$ cat src/rtl/noc_pkg.sv
// noc_pkg
//   Shared definitions for the mesh router input stage: flit type codes,
//   output port indices, default widths and the packet-lock FSM states.
//   Also holds small helpers that classify a flit type as packet start/end.
package noc_pkg;

  localparam int FW_DEFAULT = 40;
  localparam int NPORT      = 7;

  // Output port order is fixed across the whole router.
  localparam int P_E    = 0;
  localparam int P_W    = 1;
  localparam int P_N    = 2;
  localparam int P_S    = 3;
  localparam int P_PE   = 4;
  localparam int P_UP   = 5;
  localparam int P_DOWN = 6;

  typedef enum logic [1:0] {
    FLIT_SINGLE = 2'b00,
    FLIT_TAIL   = 2'b01,
    FLIT_BODY   = 2'b10,
    FLIT_HEAD   = 2'b11
  } flit_type_t;

  typedef enum logic [1:0] {
    S_IDLE   = 2'b00,
    S_ROUTE  = 2'b01,
    S_ACTIVE = 2'b10
  } state_t;

  // A flit that opens a packet carries routing information.
  function automatic logic is_pkt_start(flit_type_t t);
    return (t == FLIT_HEAD) || (t == FLIT_SINGLE);
  endfunction

  // A flit that closes a packet releases the output lock.
  function automatic logic is_pkt_end(flit_type_t t);
    return (t == FLIT_TAIL) || (t == FLIT_SINGLE);
  endfunction

endpackage

$ cat src/rtl/noc_flit_fifo.sv
// noc_flit_fifo
//   Circular flit buffer for one router input port.
// Ports:
//   clk, rst   clock and synchronous active-high reset
//   wr_en      request to store wr_data (accepted if not full, or if a read
//              happens in the same cycle)
//   wr_data    flit to store
//   rd_en      request to remove the head entry (ignored when empty)
//   full       all DEPTH entries occupied
//   empty      no entries stored
//   count      number of stored entries, 0..DEPTH
//   head       oldest stored entry (undefined contents when empty)
module noc_flit_fifo #(
  parameter int FW    = 40,
  parameter int DEPTH = 4
) (
  input  logic                       clk,
  input  logic                       rst,
  input  logic                       wr_en,
  input  logic [FW-1:0]              wr_data,
  input  logic                       rd_en,
  output logic                       full,
  output logic                       empty,
  output logic [$clog2(DEPTH):0]     count,
  output logic [FW-1:0]              head
);

  localparam int AW = $clog2(DEPTH);
  localparam int CW = AW + 1;
  localparam logic [AW-1:0] PTR_ONE  = AW'(1);
  localparam logic [CW-1:0] CNT_ONE  = CW'(1);
  localparam logic [CW-1:0] CNT_FULL = CW'(DEPTH);

  logic [FW-1:0] mem [DEPTH];
  logic [AW-1:0] wr_ptr;
  logic [AW-1:0] rd_ptr;
  logic [CW-1:0] count_q;
  logic          do_wr;
  logic          do_rd;

  assign full  = (count_q == CNT_FULL);
  assign empty = (count_q == '0);
  assign count = count_q;
  assign head  = mem[rd_ptr];

  // A write into a full buffer is still allowed when the head leaves in the
  // same cycle, so the slot freed by the read is reused immediately.
  assign do_rd = rd_en && !empty;
  assign do_wr = wr_en && (!full || do_rd);

  // Storage array has no reset; only the pointers define what is valid.
  always_ff @(posedge clk) begin
    if (do_wr) begin
      mem[wr_ptr] <= wr_data;
    end
  end

  // Pointers wrap naturally because DEPTH is a power of two.
  always_ff @(posedge clk) begin
    if (rst) begin
      wr_ptr  <= '0;
      rd_ptr  <= '0;
      count_q <= '0;
    end else begin
      if (do_wr) begin
        wr_ptr <= wr_ptr + PTR_ONE;
      end
      if (do_rd) begin
        rd_ptr <= rd_ptr + PTR_ONE;
      end
      case ({do_wr, do_rd})
        2'b10:   count_q <= count_q + CNT_ONE;
        2'b01:   count_q <= count_q - CNT_ONE;
        default: count_q <= count_q;
      endcase
    end
  end

endmodule

$ cat src/rtl/noc_input_unit.sv
// noc_input_unit
//   Wormhole input unit of the 3D-mesh router. Buffers incoming flits,
//   routes each packet by XYZ dimension order from its head flit, holds the
//   output lock for the whole packet and returns one credit per flit removed.
// Ports:
//   clk, rst     clock and synchronous active-high reset
//   in_valid     flit present on in_flit
//   in_flit      incoming flit
//   credit_out   one-cycle pulse per flit removed from the buffer
//   out_req      one-hot output port request of the current packet
//   out_grant    allocator grant for this input in the current cycle
//   out_valid    out_flit valid to the crossbar
//   out_flit     registered departing flit
//   proto_err    sticky: non-head flit found at the buffer head while idle
//   ovf_err      sticky: flit arrived while full and nothing left
module noc_input_unit #(
  parameter int FW    = noc_pkg::FW_DEFAULT,
  parameter int DEPTH = 4,
  parameter int XW    = 2,
  parameter int MY_X  = 0,
  parameter int MY_Y  = 0,
  parameter int MY_Z  = 0,
  parameter int NPORT = noc_pkg::NPORT
) (
  input  logic             clk,
  input  logic             rst,
  input  logic             in_valid,
  input  logic [FW-1:0]    in_flit,
  output logic             credit_out,
  output logic [NPORT-1:0] out_req,
  input  logic             out_grant,
  output logic             out_valid,
  output logic [FW-1:0]    out_flit,
  output logic             proto_err,
  output logic             ovf_err
);

  import noc_pkg::*;

  localparam logic [XW-1:0] MX = XW'(MY_X);
  localparam logic [XW-1:0] MYY = XW'(MY_Y);
  localparam logic [XW-1:0] MZ = XW'(MY_Z);

  logic                    fifo_full;
  logic                    fifo_empty;
  logic [$clog2(DEPTH):0]  fifo_count;
  logic [FW-1:0]           fifo_head;
  flit_type_t              head_type;
  state_t                  state;
  state_t                  state_next;
  logic [NPORT-1:0]        route_q;
  logic                    pop_fwd;
  logic                    pop_discard;
  logic                    pop;

  // Dimension-order routing: resolve X first, then Y, then Z; a packet
  // already at its destination goes to the local processing element.
  function automatic logic [NPORT-1:0] dor_route(logic [FW-1:0] f);
    logic [XW-1:0]    dx;
    logic [XW-1:0]    dy;
    logic [XW-1:0]    dz;
    logic [NPORT-1:0] r;
    dx = f[FW-3 -: XW];
    dy = f[FW-3-XW -: XW];
    dz = f[FW-3-2*XW -: XW];
    r  = '0;
    if (dx > MX)       r[P_E]    = 1'b1;
    else if (dx < MX)  r[P_W]    = 1'b1;
    else if (dy > MYY) r[P_N]    = 1'b1;
    else if (dy < MYY) r[P_S]    = 1'b1;
    else if (dz > MZ)  r[P_UP]   = 1'b1;
    else if (dz < MZ)  r[P_DOWN] = 1'b1;
    else               r[P_PE]   = 1'b1;
    return r;
  endfunction

  noc_flit_fifo #(
    .FW    (FW),
    .DEPTH (DEPTH)
  ) u_fifo (
    .clk     (clk),
    .rst     (rst),
    .wr_en   (in_valid),
    .wr_data (in_flit),
    .rd_en   (pop),
    .full    (fifo_full),
    .empty   (fifo_empty),
    .count   (fifo_count),
    .head    (fifo_head)
  );

  assign head_type = flit_type_t'(fifo_head[FW-1:FW-2]);

  // Packet lock state register.
  always_ff @(posedge clk) begin
    if (rst) begin
      state <= S_IDLE;
    end else begin
      state <= state_next;
    end
  end

  // Next-state logic: a packet start at the head claims the lock, routing
  // takes one cycle, and the lock is released when the closing flit leaves.
  // Stray body/tail flits in IDLE are discarded without changing state.
  always_comb begin
    state_next = state;
    case (state)
      S_IDLE: begin
        if (!fifo_empty && is_pkt_start(head_type)) begin
          state_next = S_ROUTE;
        end
      end
      S_ROUTE: begin
        state_next = S_ACTIVE;
      end
      S_ACTIVE: begin
        if (pop_fwd && is_pkt_end(head_type)) begin
          state_next = S_IDLE;
        end
      end
      default: begin
        state_next = S_IDLE;
      end
    endcase
  end

  // Output logic: the request is held for the whole packet but dropped
  // during bubbles so the allocator never grants an empty buffer. A grant
  // without a request is ignored.
  always_comb begin
    out_req     = '0;
    pop_fwd     = 1'b0;
    pop_discard = 1'b0;
    if (state == S_ACTIVE && !fifo_empty) begin
      out_req = route_q;
    end
    if (out_grant && |out_req) begin
      pop_fwd = 1'b1;
    end
    if (state == S_IDLE && !fifo_empty && !is_pkt_start(head_type)) begin
      pop_discard = 1'b1;
    end
  end

  assign pop = pop_fwd || pop_discard;

  // Route register is loaded once per packet from the head flit.
  always_ff @(posedge clk) begin
    if (rst) begin
      route_q <= '0;
    end else if (state == S_ROUTE) begin
      route_q <= dor_route(fifo_head);
    end
  end

  // Departing flit, credit return and sticky error flags. Every removal,
  // including discarded stray flits, frees a buffer slot upstream.
  always_ff @(posedge clk) begin
    if (rst) begin
      out_valid  <= 1'b0;
      out_flit   <= '0;
      credit_out <= 1'b0;
      proto_err  <= 1'b0;
      ovf_err    <= 1'b0;
    end else begin
      out_valid  <= pop_fwd;
      credit_out <= pop;
      if (pop_fwd) begin
        out_flit <= fifo_head;
      end
      if (pop_discard) begin
        proto_err <= 1'b1;
      end
      if (in_valid && fifo_full && !pop) begin
        ovf_err <= 1'b1;
      end
    end
  end

  // Buffer occupancy, and hence outstanding credits, never exceeds DEPTH.
  assert property (@(posedge clk) disable iff (rst)
                   fifo_count <= ($clog2(DEPTH) + 1)'(DEPTH));

endmodule
$ cat config.mk
export PLATFORM = sky130hd
export DESIGN_NAME = noc_input_unit
export DESIGN_NICKNAME = d
export VERILOG_FILES = /design/src/rtl/noc_pkg.sv /design/src/rtl/noc_flit_fifo.sv /design/src/rtl/noc_input_unit.sv
export SDC_FILE = /design/constraint.sdc
export NUM_CORES = 1
export LEC_CHECK = 0
export ABC_CLOCK_PERIOD_IN_PS = 4200
export CAP_MARGIN = 20
export CORE_UTILIZATION = 55
export DETAILED_ROUTE_END_ITERATION = 16
export GPL_TIMING_DRIVEN = 1
export PLACE_DENSITY = 0.83
export RECOVER_POWER = 25
export SLEW_MARGIN = 20
export SYNTH_ARGS = -nofsm -noshare
export SYNTH_HDL_FRONTEND = slang
export SYNTH_SLANG_ARGS = --single-unit
export TNS_END_PERCENT = 20
$ cat constraint.sdc
create_clock -name clk -period 4.2 [get_ports clk]
set_input_delay 1.26 -clock clk [delete_from_list [all_inputs] [get_ports clk]]
set_output_delay 1.26 -clock clk [all_outputs]
set_load 0.02 [all_outputs]
-- After elaboration in Yosys (flattened, before gate mapping)
Memory sizes are Yosys's and may differ from the RTL's. A register that Yosys moved wholly into a read port is not among the register bits.
Index checks and enable logic that the tools add are counted.
- add/subtract/negate cells: 4
- equality and inequality tests: 9
- magnitude comparators: 6
- mux-type cells: 24
- reductions and logical operators: 24
- operators with widths (cell ; number):
    $mux 1 ; 13
    $logic_and 1x1->1 ; 10
    $mux 2 ; 4
    $mux 7 ; 1
    $reduce_or 7->1 ; 1
    $eq 2x1->1 const B ; 3
    $eq 2x2->1 const B ; 3
    $gt 2x1->1 const B ; 3
    $lt 2x1->1 const B ; 3
    $mux 6 ; 1
    $pmux 2 s3 ; 1
    $pmux 3 s2 ; 1
    $mux 5 ; 1
    $add 2x1->2 const B ; 2
    $logic_not 1->1 ; 4
    $logic_not 2->1 ; 2
    $logic_or 1x1->1 ; 4
    $mux 4 ; 1
    $ne 2x2->1 const B ; 2
    $add 3x1->3 const B ; 1
    $eq 3x3->1 const B ; 1
    $logic_not 3->1 ; 1
    $mux 3 ; 1
    $sub 3x1->3 const B ; 1
    2 further kinds ; 2
- memories kept: 1
- bits in registers: 60
- output and inout bits: 51
- bits in writable memories: 160
- input bits: 44
- memory list (memory ; depth ; bits a word ; rd ports ; clocked after memory_dff ; wr ports ; line ; RTL):
    u_fifo.mem ; 4 ; 40 ; 1 ; 1 ; 1 ; noc_flit_fifo.sv:34 ; logic [FW-1:0] mem [DEPTH];

-- Logic depth before layout (Yosys ltp)
- word-level depth: 13
- gate-level depth with buffers: 14
- mapped depth without buffers: 12

-- Hierarchy
Synthesis repeated with hierarchy kept, for this count alone.
- cell total of the unflattened synthesis: 498
- area, all modules: 8595.7 µm²
- modules (own cells, without submodules) (module ; instances ; cells each ; seq. area each (µm²) ; area each (µm²)):
    noc_flit_fifo ; 1 ; 268 ; 4984.8 ; 6296.0
    noc_input_unit ; 1 ; 230 ; 1001.0 ; 2299.7

-- Worst setup path before layout
Ideal clock, no wire load.
- kind: register to register
- start: reg with a tool-made name
- end: mem u_fifo.mem[0][0], enable pin
- setup time: 0.401 ns
- data arrival time: 3.060 ns
- stages on the path, launching flop included: 10
- buffers on the path: 2
- setup slack: 0.739 ns
- period minus slack after synthesis: 3.461 ns
- path through: dfxtp_1 -> buf_6 -> buf_8 -> mux4_2 -> inv_1 -> ha_1 -> nor2b_1 -> a211oi_2 -> a311oi_2 -> and2_1
- RTL lines (element ; line):
    end, declared ; noc_flit_fifo.sv:34

-- Worst setup path in the final report
- start: reg u_fifo.count_q[2], in the netlist u_fifo.count[2]
- end: out out_req[5]
- word-level cells in the longest chain between the ends: 4
- ends and longest elaborated chain (element ; line ; RTL):
    start, declared ; noc_flit_fifo.sv:37 ; logic [CW-1:0] count_q;
    start signal, assigned ; noc_flit_fifo.sv:72 ; 2'b10: count_q <= count_q + CNT_ONE;
    start signal, assigned ; noc_flit_fifo.sv:73 ; 2'b01: count_q <= count_q - CNT_ONE;
    start signal, assigned ; noc_flit_fifo.sv:74 ; default: count_q <= count_q;
    $logic_not 3->1 ; noc_flit_fifo.sv:42 ; assign empty = (count_q == '0);
    $logic_not 1->1 ; noc_input_unit.sv:135 ; if (state == S_ACTIVE && !fifo_empty) begin
    $logic_and 1x1->1 ; noc_input_unit.sv:135 ;
    $mux 7 ; noc_input_unit.sv:135 ;
    end, declared ; noc_input_unit.sv:30 ; output logic [NPORT-1:0] out_req,
Every way passes these cells.

==> reports/qor.yml <==
place:
  place_congestion: 0.815
  quantity_of_i_o_buffers_inserted_on_ports: 91
  place_hpwl_um: 9450
  post_dp_cell_area_sq_um: 9270
clock_network:
  cts.hold.buffers_added: 0
  cts_root_buf: "sky130_fd_sc_hd__clkbuf_16"
  cts.htree.levels: 1
  path_clk_slew_ns: 0.06
  tritoncts.num_buffers: 22
  clockBufferDepth: 3
  post_cts_resize_count: 0
  cts_tree: "yes"
  post-cts-setup-buffers: 0
  clock-sinks: 219
  clock_insertion_delay_worst_skew_ns: 0.50
yosys:
  distinct_cell_type_count_of_the_synthesized_netlist: 45
  post_synth_main_area_contributors: "sky130_fd_sc_hd__edfxtp_1, sky130_fd_sc_hd__dfxtp_1, sky130_fd_sc_hd__mux4_2, sky130_fd_sc_hd__nand2_1, sky130_fd_sc_hd__a21oi_1"
  synth_seq_cells: 219
  postSynth.asyncResetShare_pct: 0
  synth-seq-area-share_pct: 73.3
  number_of_synthesized_flops_with_an_enable_pin: 160
  synth_area_per_cell_sq_um: 16.6
  netlist_instances: 491
  yosys.area.top_type_share_pct: 58.9
  post_synth_instance_area_sq_um: 8160
  ys.warnings.count: 0
  ys_dominant_reg_cell: "sky130_fd_sc_hd__edfxtp_1"
  synth_area_leader_cell: "sky130_fd_sc_hd__edfxtp_1"
floorplan:
  io_pins: 95
  initial_utilization_pct: 56.4
  die_height_um: 124
  design.core.area_sq_um: 14500
  num_rows: 44
  die_area_sq_um: 15300
  die_x_um: 124
min_path:
  timing.hold.worst.class: "reg2reg"
sta:
  finClkSkew_ns: 0.0128
  max_fclk_mhz: 301
  finalCritPeriodShare_pct: 79.0
  tightest_slew_ns: 0.869
  fin_tns_setup_ns: 0
  rsz0062_at_grt: "no"
  crit_path_time_final_ns: 3.32
  setup_violations: 0
  hold_violations: 0
  finalMaxSlewViolations: 0
  max_slew_margin_vs_limit_pct: 42.1
detailed_routing:
  drt-vias-per-instance: 5.68
  wl_per_cell_um: 19.5
  drc: 0
  detail_route.first_pass.iterations: 5
  ant_nets: 0
  vias: 4501
  wl_um: 15500
  dr.first_iter.drc_count: 352
layout:
  n_fill_cell: 935
  syn_to_final_growth_pct: 22.0
  final_design_area_no_fill_sq_um: 9950
  post_route_cells_drive_above_1_share_pct: 16.2
  finalNetCount: 642
critical_path:
  critPathCaptureType: "output pin"
  worstPathArrival_ns: 2.06
  criticalPathCategory: "reg2out"
  cp-start-kind: "flop"
  critical_path_required_ns: 2.94
  path_max_fanout: 6
global_routing:
  number_of_global_route_vias_before_repair: 4584
  gr-usage-all-layers_pct: 21.3
  grt_first_pass_wirelength_um: 24000
  grt_antenna_before_repair: 2
  grt_max_degree: 43
  overflow: 0
pwr:
  p_per_area_nw_per_um2: 522
  ir_drop_mv: 0.428
  cellLeakagePower_nw: 3.25
run:
  timing.max_cap.violations: 0
status:
  outcome: "completed"
==> worst max-delay path, cell delays in order (launching register included) <==
cell and delay, ns:
sky130_fd_sc_hd__dfxtp_1 0.36, sky130_fd_sc_hd__or3_1 0.47, sky130_fd_sc_hd__and3_1 0.20, sky130_fd_sc_hd__clkdlybuf4s50_1 0.53
==> stage by stage <==
step	hold slack (ns)	utilization [%]	instances	power [W]	setup slack, ns
floorplan	0.445	-	493	0.00320	0.739
global placement	0.445	64.1	750	0.00339	0.484
detailed placement	0.449	64.1	750	0.00343	0.476
CTS	0.459	68.7	790	0.00525	0.864
global route	0.477	68.7	792	0.00541	0.756
finish	0.455	68.7	792	0.00520	0.882
==> sequential cells by signal (all words and copies together), names as in the netlist, named ones only <==
signal,flops
credit_out,1
u_fifo.mem,160
proto_err,1
ovf_err,1
u_fifo.rd_ptr,2
state,2
out_valid,1
u_fifo.count,3
route_q,4
u_fifo.wr_ptr,2
out_flit,40
==> layer usage <==
layer	global-route usage, %	wire (um)	vias up	part of all wire, %
li1	-	-	2050	-
met1	28.0	6540	2274	42
met2	35.4	7670	143	50
met3	4.12	819	34	5.3
met4	8.06	424	0	2.7
met5	0	0	-	0
==> synthesized netlist by cell type, types with 2 or more instances <==
library cell / instances
sky130_fd_sc_hd__nor2b_1: 4
sky130_fd_sc_hd__inv_1: 6
sky130_fd_sc_hd__o21ai_0: 3
sky130_fd_sc_hd__mux2_2: 3
sky130_fd_sc_hd__a21oi_1: 45
sky130_fd_sc_hd__and3_1: 5
sky130_fd_sc_hd__ha_1: 7
sky130_fd_sc_hd__buf_4: 6
sky130_fd_sc_hd__nand2b_1: 4
sky130_fd_sc_hd__nor3_1: 3
sky130_fd_sc_hd__clkbuf_1: 7
sky130_fd_sc_hd__or3_1: 2
sky130_fd_sc_hd__mux2i_1: 2
sky130_fd_sc_hd__nand2_1: 83
sky130_fd_sc_hd__buf_2: 11
sky130_fd_sc_hd__nor2_1: 11
sky130_fd_sc_hd__nand3_1: 2
sky130_fd_sc_hd__and2_1: 4
sky130_fd_sc_hd__edfxtp_1: 160
sky130_fd_sc_hd__buf_1: 2
sky130_fd_sc_hd__mux4_2: 36
sky130_fd_sc_hd__mux4_1: 4
sky130_fd_sc_hd__dfxtp_1: 59
==> logic make-up (layout without fill, tap and decap cells) <==
family                   count (synthesis)  count (layout)  synth area share (%)
flip-flops                             219             219                  73.3
other                                    1               5                0.0459
XOR/XNOR                                 2               2                 0.215
multiplexers                            46              46                  12.1
buffers and inverters                   34             147                  2.24
AO/OA/AOI/OAI                           54              54                  3.73
AND/OR/NAND/NOR                        127             127                  7.05
adder cells (fa/ha/maj)                  8               8                  1.32
==> cell usage in the layout (no fill, tap or decap), types with 6 or more instances in the layout <==
| cell | Yosys | final |
|---|---|---|
| sky130_fd_sc_hd__dfxtp_1 | 59 | 57 |
| sky130_fd_sc_hd__buf_4 | 6 | 7 |
| sky130_fd_sc_hd__nor2_1 | 11 | 11 |
| sky130_fd_sc_hd__ha_1 | 7 | 7 |
| sky130_fd_sc_hd__inv_1 | 6 | 6 |
| sky130_fd_sc_hd__clkbuf_16 | 0 | 22 |
| sky130_fd_sc_hd__mux4_2 | 36 | 36 |
| sky130_fd_sc_hd__nand2_1 | 83 | 83 |
| sky130_fd_sc_hd__dlygate4sd3_1 | 0 | 27 |
| sky130_fd_sc_hd__clkinv_2 | 0 | 6 |
| sky130_fd_sc_hd__clkdlybuf4s50_1 | 0 | 63 |
| sky130_fd_sc_hd__a21oi_1 | 45 | 45 |
| sky130_fd_sc_hd__edfxtp_1 | 160 | 160 |
==> power breakdown <==
part	switching (W)	internal [W]
registers	0.0000957	0.00252
logic	0.000404	0.000364
clock network	0.000788	0.00103
total	0.00129	0.00391
==> final cells by class <==
cell class	count	area, sq um	share of cell area (%)
Tap cell	184	230	2.31
Antenna cell	2	5.00	0.0503
Sequential cell	219	5990	60.2
Timing Repair Buffer	101	1020	10.2
Inverter	6	22.5	0.226
Clock buffer	25	562	5.64
Multi-Input combinational cell	240	2010	20.2
Clock inverter	15	113	1.13
==> final timing paths <==
| path | from | end | slack (ns) | cells after the start |
|---|---|---|---|---|
| worst max register to register | flop | u_fifo.count[2] | 0.91 | 12 |
| worst min register to register | out_flit[13] | out_flit[13] | 0.46 | 2 |
| worst max-delay path | u_fifo.count[2] | out_req[5] | 0.88 | 3 |
| worst min-delay path | out_flit[13] | out_flit[13] | 0.46 | 2 |
(Power assumes the default switching activity.)
==> edit 1: new RTL, same flow settings <==
The 3 states of `state_t` get a one-hot encoding in 3 bits.
--- a/src/rtl/noc_pkg.sv
+++ b/src/rtl/noc_pkg.sv
@@ -24,8 +24,8 @@
   } flit_type_t;
 
-  typedef enum logic [1:0] {
-    S_IDLE   = 2'b00,
-    S_ROUTE  = 2'b01,
-    S_ACTIVE = 2'b10
+  typedef enum logic [2:0] {
+    S_IDLE   = 3'b001,
+    S_ROUTE  = 3'b010,
+    S_ACTIVE = 3'b100
   } state_t;
 
Function: no difference found for any inputs over 4 cycles, from zero or initial values and one cycle with rst high; so few cycles prove little.
==> edit 1 against the unedited design <==
Area after synthesis up 0.67%; sequential cell count rose by 1; final area rose by 0.54%; setup slack worse by 0.12 ns; die area up 0.66%; routed wire length rose by 1.4%; total power up 1.2%; global-route usage decreased by 0.53 points; non-clock buffer count decreased by 1; via count is 0.89% lower; clock skew decreased by 0.0017 ns; critical path type is now register to register; largest power group unchanged; highest routed layer unchanged.
==> edit 1: results (changes against the unedited design) <==
Hold path
In this run the worst hold path is classified as register to register. The path with the worst hold slack has its endpoint at out_flit[26]$_SDFFE_PP0P_. The worst hold path begins at out_flit[26]$_SDFFE_PP0P_.

GRT
The wire length of the first global-routing pass is 24.86 mm (+3.7%). The number of antenna violations at the first check in global routing is 3 (+1). The global router's overall resource usage is 20.78% (-0.53 points). The via count of the first global-routing pass is 4663 (+1.7%).

The pin count of the biggest net entering global routing is 46 (+7.0%).

Placement
The cell area after placement is 9314 µm² (+0.43%). The final weighted congestion in routability-driven placement came to 0.7507 (-7.9%). The worst-case setup slack after placement is 0.3213 ns (-0.1545 ns). The post-detailed-placement half-perimeter wirelength is 9.519 mm (+0.73%).

Drt
The routed wirelength normalized by instance count was 19.75 µm (+1.2%). The number of DRC markers after the initial detailed-route iteration was 253 (-28%). The detailed-route via count is 4461 (-0.89%). The first-pass iteration count of the detailed router was 5 (unchanged).

CTS
The cell chosen for the clock root is clkbuf_16. The post-cts gate resize count is 0 (unchanged). The clock slew seen by the registers of the worst setup and hold paths was 0.06 ns (about the same).

Final layout
The count of nets after finishing is 642 (unchanged). The fraction of layout cells with a size suffix above 1 is 15.68% (-0.50 points). The total area of multi-input combinational cells is 2026 µm² (+0.68%).

The filler cell count is 943 (+0.86%).

Critical path
The arrival time reported for the critical path endpoint is 3.86 ns (+1.80 ns). The maximum fanout encountered on the critical timing path is 11 (+5). The register-to-register setup slack is 0.76 ns (-0.15 ns). The count of cells along the worst register-to-register path is 12 (unchanged).

Synth
The mux cell area share after synthesis is 11.57% (-0.49 points). The arithmetic-cell share of the synthesized area counting full adders, half adders and majority gates is 1.310% (-0.0088 points). The sequential cell area fraction in the yosys report is 73.09% (-0.25 points). The compound-gate portion of the synthesized area is 3.929% (+0.20 points). The count of different cell masters after synthesis was 46 (+2.2%). Yosys attributes the largest share of cell area to edfxtp_1, dfxtp_1, mux4_2, nand2_1, a21oi_1. The area share of xor/xnor cells in the synthesized design came to 0.2132% (-0.0014 points). The commonest cells after synthesis are edfxtp_1, nand2_1, dfxtp_1, a21oi_1, mux4_2.

Pwr
The worst vdd rail ir drop was 0.3387 mV (-21%). The total leakage power came to 0.003248 µW (about the same).

STA
The relative slew slack is 43.57% (+1.5 points). The largest clock skew in the final design is 0.01115 ns (-0.001670 ns).

Outcome
The flow ran to the end, and the final reports show no timing, DRC or antenna violations.

Flow run
The total of max-cap violations is 0 (unchanged).
edit 1: worst max-delay path: stages, from the launching register on:
cell      delay [ns]
dfxtp_2         0.56
mux4_2          0.61
inv_1           0.08
ha_1            0.15
and4bb_2        0.25
nand2_2         0.11
a31oi_4         0.31
inv_1           0.08
ha_1            0.23
fa_1            0.39
xnor2_1         0.15
or3_1           0.30
a21oi_1         0.13
edit 1: worst max path at each step:
stage	cells past startpoint	slack, ns	start	endpoint
after detailed placement	10	0.32	out_grant	u_fifo.count[2]$_SDFFE_PP0P_
after CTS	12	0.72	register	u_fifo.count[2]$_SDFFE_PP0P_
after global placement	10	0.38	out_grant	u_fifo.count[2]$_SDFFE_PP0P_
after floorplan	9	0.94	register	u_fifo.mem[0][0]$_DFFE_PP_
final	12	0.76	register	u_fifo.count[2]$_SDFFE_PP0P_
after global routing	12	0.48	register	u_fifo.count[2]$_SDFFE_PP0P_
edit 1: stage by stage:
stage	hold WS (ns)	std cells
CTS	0.4557	790
global route	0.4766	792
global placement	0.4448	750
floorplan	0.4405	495
detailed placement	0.4466	750
finish	0.4531	793
edit 1: kinds of logic (layout without fill, tap and decap cells):
logic type | count (synthesis) | in the layout
mux | 44 | 44
xor+xnor | 2 | 2
fa+ha+maj | 8 | 8
simple gates | 128 | 128
other cells | 1 | 6
buf+inv | 36 | 147
compound gates | 54 | 54
flops | 220 | 220
edit 1: where the power goes:
part	internal [µW]	total, µW	switching [µW]
registers	2550	2650	101
clock network	1090	1850	764
logic	368	764	396
edit 1: area by class of cell:
cell class,instances,area share (%)
Clock inverter,8,0.6627
Multi-Input combinational cell,239,20.24
Antenna cell,3,0.07502
Tap cell,184,2.301
Clock buffer,32,6.189
Sequential cell,220,60.04
Timing Repair Buffer,100,10.23
Inverter,7,0.2626
edit 1: routing by layer:
layer  routed length [µm]  part of all wire, %  track usage, %  vias to the layer above
li1                     -                    -               -                     2044
met1                 6143                   39           26.13                     2238
met2                 8298                   53           36.37                      147
met3                  777                  5.0           2.888                       32
met4                  444                  2.8           8.363                        0
met5                    0                    0               0                        -
==> edit 2: new RTL, same flow settings <==
Made on the original files. Set the parameter `XW` to 4 (it was 2).
--- a/src/rtl/noc_input_unit.sv
+++ b/src/rtl/noc_input_unit.sv
@@ -17,5 +17,5 @@
   parameter int FW    = noc_pkg::FW_DEFAULT,
   parameter int DEPTH = 4,
-  parameter int XW    = 2,
+  parameter int XW    = 4,
   parameter int MY_X  = 0,
   parameter int MY_Y  = 0,
Function: changed (a bounded check fails within 4 cycles, from zero or initial values and one cycle with rst high).
==> edit 2 against the unedited design <==
Maximum frequency decreased by 7.5%; non-clock buffer count grew 1; routed wire length rose by 3.5%; sequential share of layout area up 0.066 points; worst hold slack about the same; combinational power grew 32%; area after synthesis shrank 0.60%; total power increased by 5.2%; sequential cell count unchanged; first-iteration DRC count is 20% lower; final area decreased by 0.15%; setup slack worse by 0.27 ns; critical endpoint unchanged; largest cell class unchanged; highest routed layer unchanged.
==> edit 2: results (changes against the unedited design) <==
Outcome
The flow ran to the end, and the final reports show no timing, DRC or antenna violations.

Synth
The area share of xor/xnor cells in the synthesized design came to 0.4318% (+0.22 points). The arithmetic-cell share of the synthesized area counting full adders, half adders and majority gates was 1.326% (+0.0079 points). The compound-gate portion of the synthesized area is 3.763% (+0.038 points).

Final layout
The total area of multi-input combinational cells is 1982 µm² (-1.5%). The diode insertion count for antenna repair is 1 (-1). The layout clock buffer count came to 28 (+12%). The multi-input combinational cell count is 236 (-1.7%).

The number of buffers outside the clock class in the layout came to 102 (+0.99%). The clock network area share is 6.723% (-0.053 points).

Placement
The post-detailed-placement half-perimeter wirelength came to 9.520 mm (+0.74%). The cell area after placement came to 9265 µm² (about the same). The worst-case setup slack after placement is 0.4606 ns (-0.01515 ns).

Drt
The wire length on met3 is 799 µm (-2.4%). The vias per cell is 5.715 (+0.56%). The routed wire length is 16.00 mm (+3.5%). The number of DRC markers after the initial detailed-route iteration was 282 (-20%).

The routed wire length on met2 is 8.321 mm (+8.5%).

Critical path
The maximum fanout encountered on the critical timing path is 5 (-1). The arrival time reported for the critical path endpoint is 2.33 ns (+0.27 ns). The longest individual stage delay on the worst path is 0.62 ns (+0.09 ns). The cell family contributing the most delay on the critical path is buffers and inverters.

Pwr
The relative contribution of sequential cells to total power was 48.6% (-1.7 points). The switching power total is 1402 µW (+8.9%).

STA
The largest clock skew in the final design came to 0.02111 ns (+0.008297 ns).

GRT
The via count of the first global-routing pass is 4671 (+1.9%).

Hold path
In this run the most critical hold path is launched from out_flit[19]$_SDFFE_PP0P_.
edit 2: cell count changes after synthesis, sizes merged, moves of 4 or more:
| cell | unedited run | this run |
|---|---|---|
| buf | 21 | 13 |
| clkbuf | 7 | 15 |
| and2 | 4 | 8 |
| or4 | 0 | 4 |
| a21oi | 46 | 42 |
| and3 | 5 | 0 |
| nor2 | 12 | 16 |
edit 2: path summary, 6_finish.rpt:
| path | to | slack [ns] |
|---|---|---|
| setup / recovery | out_req[5] | 0.61 |
| hold reg to reg | out_flit[19]$_SDFFE_PP0P_ | 0.46 |
| hold / removal | out_flit[19]$_SDFFE_PP0P_ | 0.46 |
| setup reg to reg | u_fifo.count[2]$_SDFFE_PP0P_ | 0.71 |
edit 2: kinds of logic (layout without fill, tap and decap cells):
group / Yosys count / after routing
flip-flops: 219 / 219
other: 1 / 4
adder cells (fa/ha/maj): 8 / 8
AND/OR/NAND/NOR: 126 / 126
XOR/XNOR: 4 / 4
buffers and inverters: 35 / 149
AO/OA/AOI/OAI: 52 / 52
multiplexers: 43 / 43
